$ cat src/rtl/snail_pkg.sv
// Shared definitions for the serial pattern-detection controller:
// state encoding and default geometry.
package snail_pkg;

  localparam int PAT_W_DEF = 3;
  localparam int WIN_W_DEF = 8;
  localparam int CNT_W_DEF = 8;

  localparam logic [PAT_W_DEF-1:0] PATTERN_DEF = 3'b101;

  typedef enum logic [1:0] {
    IDLE = 2'd0,
    RUN  = 2'd1,
    DONE = 2'd2
  } state_e;

endpackage

$ cat src/rtl/snail_shift_cmp.sv
// Bit history shift register with fill tracking. Reports whether the bit
// being shifted in this cycle completes an occurrence of the pattern.
module snail_shift_cmp
  import snail_pkg::*;
#(
  parameter int PAT_W = PAT_W_DEF
) (
  input  logic             clk,
  input  logic             _rst,
  input  logic             clr,
  input  logic             shift_en,
  input  logic             bit_in,
  input  logic [PAT_W-1:0] pattern,
  output logic             hit
);

  localparam int FILL_W = $clog2(PAT_W + 1);

  logic [PAT_W-1:0]  shift_q, shift_d;
  logic [FILL_W-1:0] fill_q, fill_d;

  // hit looks at the post-shift view so the match can be registered on
  // the same edge that accepts the bit.
  always_comb begin
    shift_d = {shift_q[PAT_W-2:0], bit_in};
    fill_d  = (fill_q == FILL_W'(PAT_W)) ? fill_q : fill_q + FILL_W'(1);
    hit     = shift_en && (fill_d == FILL_W'(PAT_W)) && (shift_d == pattern);
  end

  // NOTE: sequential state uses non-blocking assignments so every register
  // samples pre-edge values regardless of statement order.
  always_ff @(posedge clk or negedge _rst) begin
    if (!_rst) begin
      shift_q <= '0;
      fill_q  <= '0;
    end else if (clr) begin
      shift_q <= '0;
      fill_q  <= '0;
    end else if (shift_en) begin
      shift_q <= shift_d;
      fill_q  <= fill_d;
    end
  end

endmodule

$ cat src/rtl/snail_pattern_ctrl.sv
// Run controller: latches pattern/window on start, consumes bits through a
// valid/ready handshake, counts overlapping matches and signals completion.
module snail_pattern_ctrl
  import snail_pkg::*;
#(
  parameter int PAT_W = PAT_W_DEF,
  parameter int WIN_W = WIN_W_DEF,
  parameter int CNT_W = CNT_W_DEF
) (
  input  logic             clk,
  input  logic             _rst,
  input  logic             start,
  input  logic             abort,
  input  logic [PAT_W-1:0] pattern,
  input  logic [WIN_W-1:0] win_len,
  input  logic             bit_in,
  input  logic             bit_valid,
  output logic             bit_ready,
  output logic             match,
  output logic [CNT_W-1:0] match_cnt,
  output logic             busy,
  output logic             done,
  output logic             overflow
);

  state_e state_q, state_d;

  logic [PAT_W-1:0] pat_q, pat_d;
  logic [WIN_W-1:0] win_q, win_d;
  logic [WIN_W-1:0] consumed_q, consumed_d;
  logic [CNT_W-1:0] cnt_q, cnt_d;
  logic             ovf_q, ovf_d;
  logic             match_q, match_d;

  logic start_ok;
  logic accept;
  logic last_bit;
  logic hit;

  // abort wins over a bit offered in the same cycle.
  assign start_ok = (state_q == IDLE) && start;
  assign accept   = (state_q == RUN) && bit_valid && !abort;
  assign last_bit = accept && ((consumed_q + WIN_W'(1)) == win_q);

  snail_shift_cmp #(
    .PAT_W(PAT_W)
  ) u_shift_cmp (
    .clk      (clk),
    ._rst     (_rst),
    .clr      (start_ok),
    .shift_en (accept),
    .bit_in   (bit_in),
    .pattern  (pat_q),
    .hit      (hit)
  );

  always_ff @(posedge clk or negedge _rst) begin
    if (!_rst) state_q <= IDLE;
    else       state_q <= state_d;
  end

  // NOTE: every combinational output gets a default first so no path
  // through the case can leave it unassigned and infer a latch.
  always_comb begin
    state_d = state_q;
    case (state_q)
      IDLE:    if (start) state_d = (win_len != '0) ? RUN : DONE;
      RUN:     if (abort) state_d = IDLE;
               else if (last_bit) state_d = DONE;
      DONE:    state_d = IDLE;
      default: state_d = IDLE;
    endcase
  end

  always_comb begin
    busy      = 1'b0;
    bit_ready = 1'b0;
    done      = 1'b0;
    case (state_q)
      RUN: begin
        busy      = 1'b1;
        bit_ready = 1'b1;
      end
      DONE:    done = 1'b1;
      default: ;
    endcase
  end

  always_comb begin
    pat_d      = pat_q;
    win_d      = win_q;
    consumed_d = consumed_q;
    cnt_d      = cnt_q;
    ovf_d      = ovf_q;
    match_d    = hit;
    if (start_ok) begin
      cnt_d = '0;
      ovf_d = 1'b0;
      if (win_len != '0) begin
        pat_d      = pattern;
        win_d      = win_len;
        consumed_d = '0;
      end
    end else if (accept) begin
      consumed_d = consumed_q + WIN_W'(1);
      if (hit) begin
        if (cnt_q == '1) ovf_d = 1'b1;
        else             cnt_d = cnt_q + CNT_W'(1);
      end
    end
  end

  always_ff @(posedge clk or negedge _rst) begin
    if (!_rst) begin
      pat_q      <= '0;
      win_q      <= '0;
      consumed_q <= '0;
      cnt_q      <= '0;
      ovf_q      <= 1'b0;
      match_q    <= 1'b0;
    end else begin
      pat_q      <= pat_d;
      win_q      <= win_d;
      consumed_q <= consumed_d;
      cnt_q      <= cnt_d;
      ovf_q      <= ovf_d;
      match_q    <= match_d;
    end
  end

  assign match     = match_q;
  assign match_cnt = cnt_q;
  assign overflow  = ovf_q;

endmodule

$ cat config.mk
export PLATFORM = sky130hd
export DESIGN_NAME = snail_pattern_ctrl
export DESIGN_NICKNAME = d
export VERILOG_FILES = /design/src/rtl/snail_pkg.sv /design/src/rtl/snail_shift_cmp.sv /design/src/rtl/snail_pattern_ctrl.sv
export SDC_FILE = /design/constraint.sdc
export NUM_CORES = 1
export LEC_CHECK = 0
export ABC_CLOCK_PERIOD_IN_PS = 4700
export BUFFER_PORTS_ARGS = -buffer_cell sky130_fd_sc_hd__buf_4
export CELL_PAD_IN_SITES_DETAIL_PLACEMENT = 2
export CELL_PAD_IN_SITES_GLOBAL_PLACEMENT = 2
export CORE_ASPECT_RATIO = 1.75
export CORE_MARGIN = 2
export CORE_UTILIZATION = 38
export DETAILED_ROUTE_END_ITERATION = 6
export PLACE_DENSITY_LB_ADDON = 0.1
export SLEW_MARGIN = 20
export SYNTH_ARGS = -nofsm -noshare
export SYNTH_HDL_FRONTEND = slang
export SYNTH_HIERARCHICAL = 1
export SYNTH_SLANG_ARGS = --single-unit
$ cat constraint.sdc
create_clock -name clk -period 4.7 [get_ports clk]
set_clock_uncertainty 0.2 [all_clocks]
set_input_delay 0 -clock clk [delete_from_list [all_inputs] [get_ports clk]]
set_output_delay 0 -clock clk [all_outputs]
set_load 0.05 [all_outputs]
---- Yosys cells after proc, flatten, opt, wreduce, memory -nomap -nowiden ----
Index checks and enable logic that the tools add are counted.
word-level totals
  register bits after elaboration ......... 35
  input bits .............................. 17
  word-level logic and storage cells ...... 63
operators by class
  $add $sub $neg .......................... 3
  equality and inequality tests ........... 11
  muxes and demuxes ....................... 23
  reductions and logical operators ........ 17
operators with widths
  operator               number
  $mux W8                7
  $mux W2                9
  $add A8 B1 Y8 const B  2
  $eq A8 B8 Y1           1
  $eq A8 B8 Y1 const B   1
  $reduce_bool A8 Y1     1
  $eq A2 B2 Y1 const B   3
  $logic_and A1 B1 Y1    6
  $mux W1                6
  $reduce_and A2 Y1      3
  $reduce_and A3 Y1      2
  $reduce_bool A2 Y1     3
  $ne A2 B2 Y1 const B   2
  $pmux W2 S2            1
  $eq A3 B3 Y1           1
  $ne A3 B3 Y1 const B   1
  $add A2 B1 Y2 const B  1
  $eq A2 B1 Y1 const B   1
  $logic_not A2 Y1       1
  $ne A2 B1 Y1 const B   1
  $logic_not A1 Y1       1

---- Depth between registers and ports, before layout ----
  word-level depth ........................ 8
  mapped depth ............................ 11
  mapped depth without buffers ............ 9

---- By module ----
Netlist, hierarchy kept.
by module, submodules not included
  module              times used  cells an instance  area an instance (um^2)
  snail_pattern_ctrl  1           157                1631.6
  snail_shift_cmp     1           19                 206.4

---- Worst setup path before layout ----
OpenSTA, ideal clock, no wires.
  path kind ............................... reg-to-reg
  start point ............................. register state_q[1]
  end point ............................... register cnt_q[7], in the netlist match_cnt[7]
  data arrival time ....................... 2246 ps
  slack ................................... 2117 ps
  stages on the path, launching flop included .. 12
  path buffers ............................ 2
  period minus slack after synthesis ...... 2583 ps
  cells stage by stage .................... dfrtp_1 > nand4bb_1 > clkbuf_1 > inv_1 > clkbuf_2 > nand2_1 > nor4_2 > inv_1 > a311oi_2 > nand4_1 > xor2_1 > nor2_1
on the way
  word-level cells in the longest chain between the ends .. 7
RTL lines
  what                                 line                       RTL
  from (decl)                          snail_pattern_ctrl.sv:26   state_e state_q, state_d;
  from (signal assigned)               snail_pattern_ctrl.sv:59   else state_q <= state_d;
  $eq A2 B1 Y1                         snail_pattern_ctrl.sv:42   assign accept = (state_q == RUN) && bit_valid && !abort;
  $logic_and A1 B1 Y1 (2 in series)    snail_pattern_ctrl.sv:42
  named net accept                     snail_pattern_ctrl.sv:36   logic accept;
  $logic_and A1 B1 Y1 (2 in series)    snail_shift_cmp.sv:27      hit = shift_en && (fill_d == FILL_W'(PAT_W)) && (shift_d == pattern);
  named net hit                        snail_pattern_ctrl.sv:38   logic hit;
  $reduce_bool A2 Y1 (no source line)  --
  $reduce_and A3 Y1 (no source line)   --
  to (signal assigned)                 snail_pattern_ctrl.sv:125  cnt_q <= cnt_d;
  to (decl)                            snail_pattern_ctrl.sv:31   logic [CNT_W-1:0] cnt_q, cnt_d;
The timed path passes the listed nets, and every way through them passes these cells.
A chain may end at the register's enable or synchronous reset.

---- Worst setup path after layout ----
Same ends and word-level chain as after synthesis.

==> flow_metrics.tcl <==
set metrics [dict create \
    num_antenna_cells 0 \
    numClockSinks 35 \
    post_drt_via_cell_ratio 5.608 \
    globalplace.congestion 0.7318 \
    crit_slowest_cell "a311oi_2" \
    synth_area_sq_um 1838 \
    finalSetupTns_ns 0 \
    synth_ff_type "dfrtp_1" \
    final_cell_mix "35 x dfrtp_1, 32 x buf_4, 24 x nor2_1" \
    tightest_slew_ns 0.7209 \
    grt_pass1_vias 1795 \
    ys_ff_latch 35 \
    start_kind "flop" \
    synth_simple_gate_area_share_pct 19.26 \
    path_max_fanout 15 \
    cp.required_ns 4.70 \
    r2r_cells 10 \
    r2r-start "state_q[1]$_DFFE_PN0P_" \
    track_usage_pct 22.32 \
    outcome "complete, no violations" \
    path_clk_slew_ns 0.07 \
    swShare_pct 30.09 \
    worst_hold_slack_ns 0.01131 \
    io_buffers 29 \
    top_layer "met4" \
    worstReg2RegEnd "match_cnt[7]$_DFFE_PN0P_" \
    synth_top_family_by_area "simple AND/OR/NAND/NOR gates" \
    combPwrFrac_pct 21.9 \
    cts_buffers 5 \
    min_path_type "in -> async" \
    seq_area_frac_synth_pct 47.65 \
    hold_viol_final 0 \
    clkPwrFrac_pct 29.3 \
    synthAdderAreaFrac_pct 1.361 \
    final_common_cell "dfrtp_1" \
    synthMuxAreaShare_pct 8.373 \
    drtIter0Drc 46 \
    fin_ws_ns 1.503 \
    post-route-period-util_pct 68.02 \
    setup-violations-final 0 \
    met2_length_um 3455 \
    rsz0062_at_grt "false" \
    drt_pass1_iterations 4 \
    antenna_found_initial 0 \
    route.detailed.drc 0 \
    grt_pass1_wl_um 9114 \
    path_cells "nand4bb_1, buf_4, inv_1, nand2_1, nor4_2, inv_1, a311oi_2, nand4_1, xor2_1, nor2_1" \
    die_y_um 96.01 \
    path_class "reg -> reg" \
    stdcell_count 273 \
    syn_nets 195 \
    synthToLayoutAreaGrowth_pct 27.30 \
    nFillCells 495 \
    power_frac_seq_pct 48.8 \
    root_buffer "clkbuf_8" \
    cap_viol_max_count 0 \
    p_sw_uw 226.8 \
    cts_max_path_buffers 2 \
    async_reset_ff_share_pct 100.0 \
    coreArea_sq_um 4666 \
    met1Wirelength_um 1916 \
    p_leak_nw 1.070 \
    dp_slack_ns 1.645 \
    end_kind "flop" \
    critPathArrivalTime_ns 3.19 \
    drive_above_1_share_pct 26.24 \
    slew_violations 0 \
    ys_warn_count 6 \
    slew_headroom_pct 51.94 \
    ant_nets 0 \
    clock.fmax_mhz 312.8 \
    fp.dieW_um 56.58 \
    synth-edff-count 0 \
    internal-power_uw 526.9 \
    grt_max_degree 36 \
    power.density_nw_per_um2 322.1 \
    pin_count 30 \
    critPathMaxStageDelay_ns 0.66 \
    dr_wl_met3_um 109 \
    avgSynthCellArea_sq_um 10.44 \
    period_minus_slack_ns 3.197 \
    rrSetupSlack_ns 1.50 \
    synth_compound_area_share_pct 10.76 \
    h-tree-depth 2 \
    p_total_uw 753.7 \
    yosys.cell_types.count 45 \
    synth-xor-area-share_pct 9.530 \
    fin_util_pct 50.15 \
    stdcell_area_sq_um 2340 \
    clk_latency_ns 0.29 \
    start_util_pct 39.39 \
    detail_route.wl_per_cell_um 20.41 \
    wl_um 5573 \
    num_rows 33 \
    place_area_sq_um 2102 \
    die_area_sq_um 5431 \
    vdd_drop_max_v 0.0001825 \
    dp_hpwl_um 4008 \
    vias 1531 \
    fin_nets 240 \
    cp_common_cell "inv_1" \
    cts_tree "built" \
    dp.cells 251 \
    overflow 0 \
    syn_inst 176 \
]
==> Yosys cell counts, types with 2 or more instances <==
library cell	number	area, sq um
nor2_1	24	90.09
and3_1	4	25.02
o31ai_1	3	22.52
nand4_1	4	25.02
nor2b_1	2	12.51
o21ai_0	10	50.05
xnor2_1	6	52.55
ha_1	2	25.02
and3_2	2	15.01
nand3_1	5	25.02
dfrtp_1	35	875.8
clkbuf_1	5	18.77
xor2_1	14	122.6
nand2_1	10	37.54
nand3b_1	2	15.01
mux2_2	11	123.9
buf_2	2	10.01
nor4_1	2	12.51
nand4bb_1	2	22.52
inv_1	4	15.01
mux2i_1	3	30.03
==> state kept, by name (all words and copies together) (netlist names) <==
signal / flops
u_shift_cmp/fill_q: 2
match_cnt: 8
state_q: 2
consumed_q: 8
pat_q: 3
win_q: 8
u_shift_cmp/shift_q: 2
overflow: 1
match: 1
==> layout make-up <==
cell class | count | area (sq um) | area share (%)
flip-flops and latches | 35 | 875.8 | 37.43
well taps | 52 | 65.06 | 2.781
clock buffers | 6 | 82.58 | 3.529
repair buffers | 47 | 390.4 | 16.68
multi-input cells | 128 | 905.9 | 38.72
inverters | 4 | 15.01 | 0.6417
clock inverters | 1 | 5.005 | 0.2139
==> metal layers <==
layer	global-route usage (%)	up-vias
met2	46.22	25
met3	2.957	10
met1	21.61	789
met5	0	-
met4	7.937	0
li1	-	707
==> how the worst max path moves through the flow <==
stage,from,to,slack [ns],cells after the start
CTS,state_q[1]$_DFFE_PN0P_,match_cnt[5]$_DFFE_PN0P_,1.60,10
detailed placement,state_q[1]$_DFFE_PN0P_,match_cnt[5]$_DFFE_PN0P_,1.64,10
floorplan,state_q[1]$_DFFE_PN0P_,match_cnt[7]$_DFFE_PN0P_,2.12,11
global route,state_q[1]$_DFFE_PN0P_,match_cnt[7]$_DFFE_PN0P_,1.32,10
global placement,state_q[1]$_DFFE_PN0P_,match_cnt[6]$_DFFE_PN0P_,1.91,10
finish,state_q[1]$_DFFE_PN0P_,match_cnt[7]$_DFFE_PN0P_,1.50,10
==> cell families after synthesis <==
| group | Yosys count |
|---|---|
| flip-flops | 35 |
| multiplexers | 14 |
| AO/OA/AOI/OAI | 26 |
| AND/OR/NAND/NOR | 66 |
| buffers and inverters | 13 |
| XOR/XNOR | 20 |
| adder cells (fa/ha/maj) | 2 |
==> power by group through the flow <==
stage	Clock [mW]	Sequential, mW	Combinational [mW]
floorplan	0	0.362	0.107
global placement	0	0.369	0.145
detailed placement	0	0.373	0.156
CTS	0.228	0.368	0.167
global route	0.237	0.373	0.181
finish	0.221	0.368	0.165
==> critical path: cells and delay by family, from the launching register on <==
family                    cells  cell delay, ns
and+or+nand+nor               5            0.99
DFF                           1            0.43
AOI/OAI and AO/OA             1            0.66
xor gates and xnor gates      1            0.20
buffers and inverters         3            0.62
==> timing repair <==
action | 4_1_cts | 5_1_grt
endpoints found under the hold margin | 50 | 0
hold buffers | 15 | 0
resized for setup | 0 | 0
buffers inserted | 0 | 0
Power figures use the tool's default switching activity.
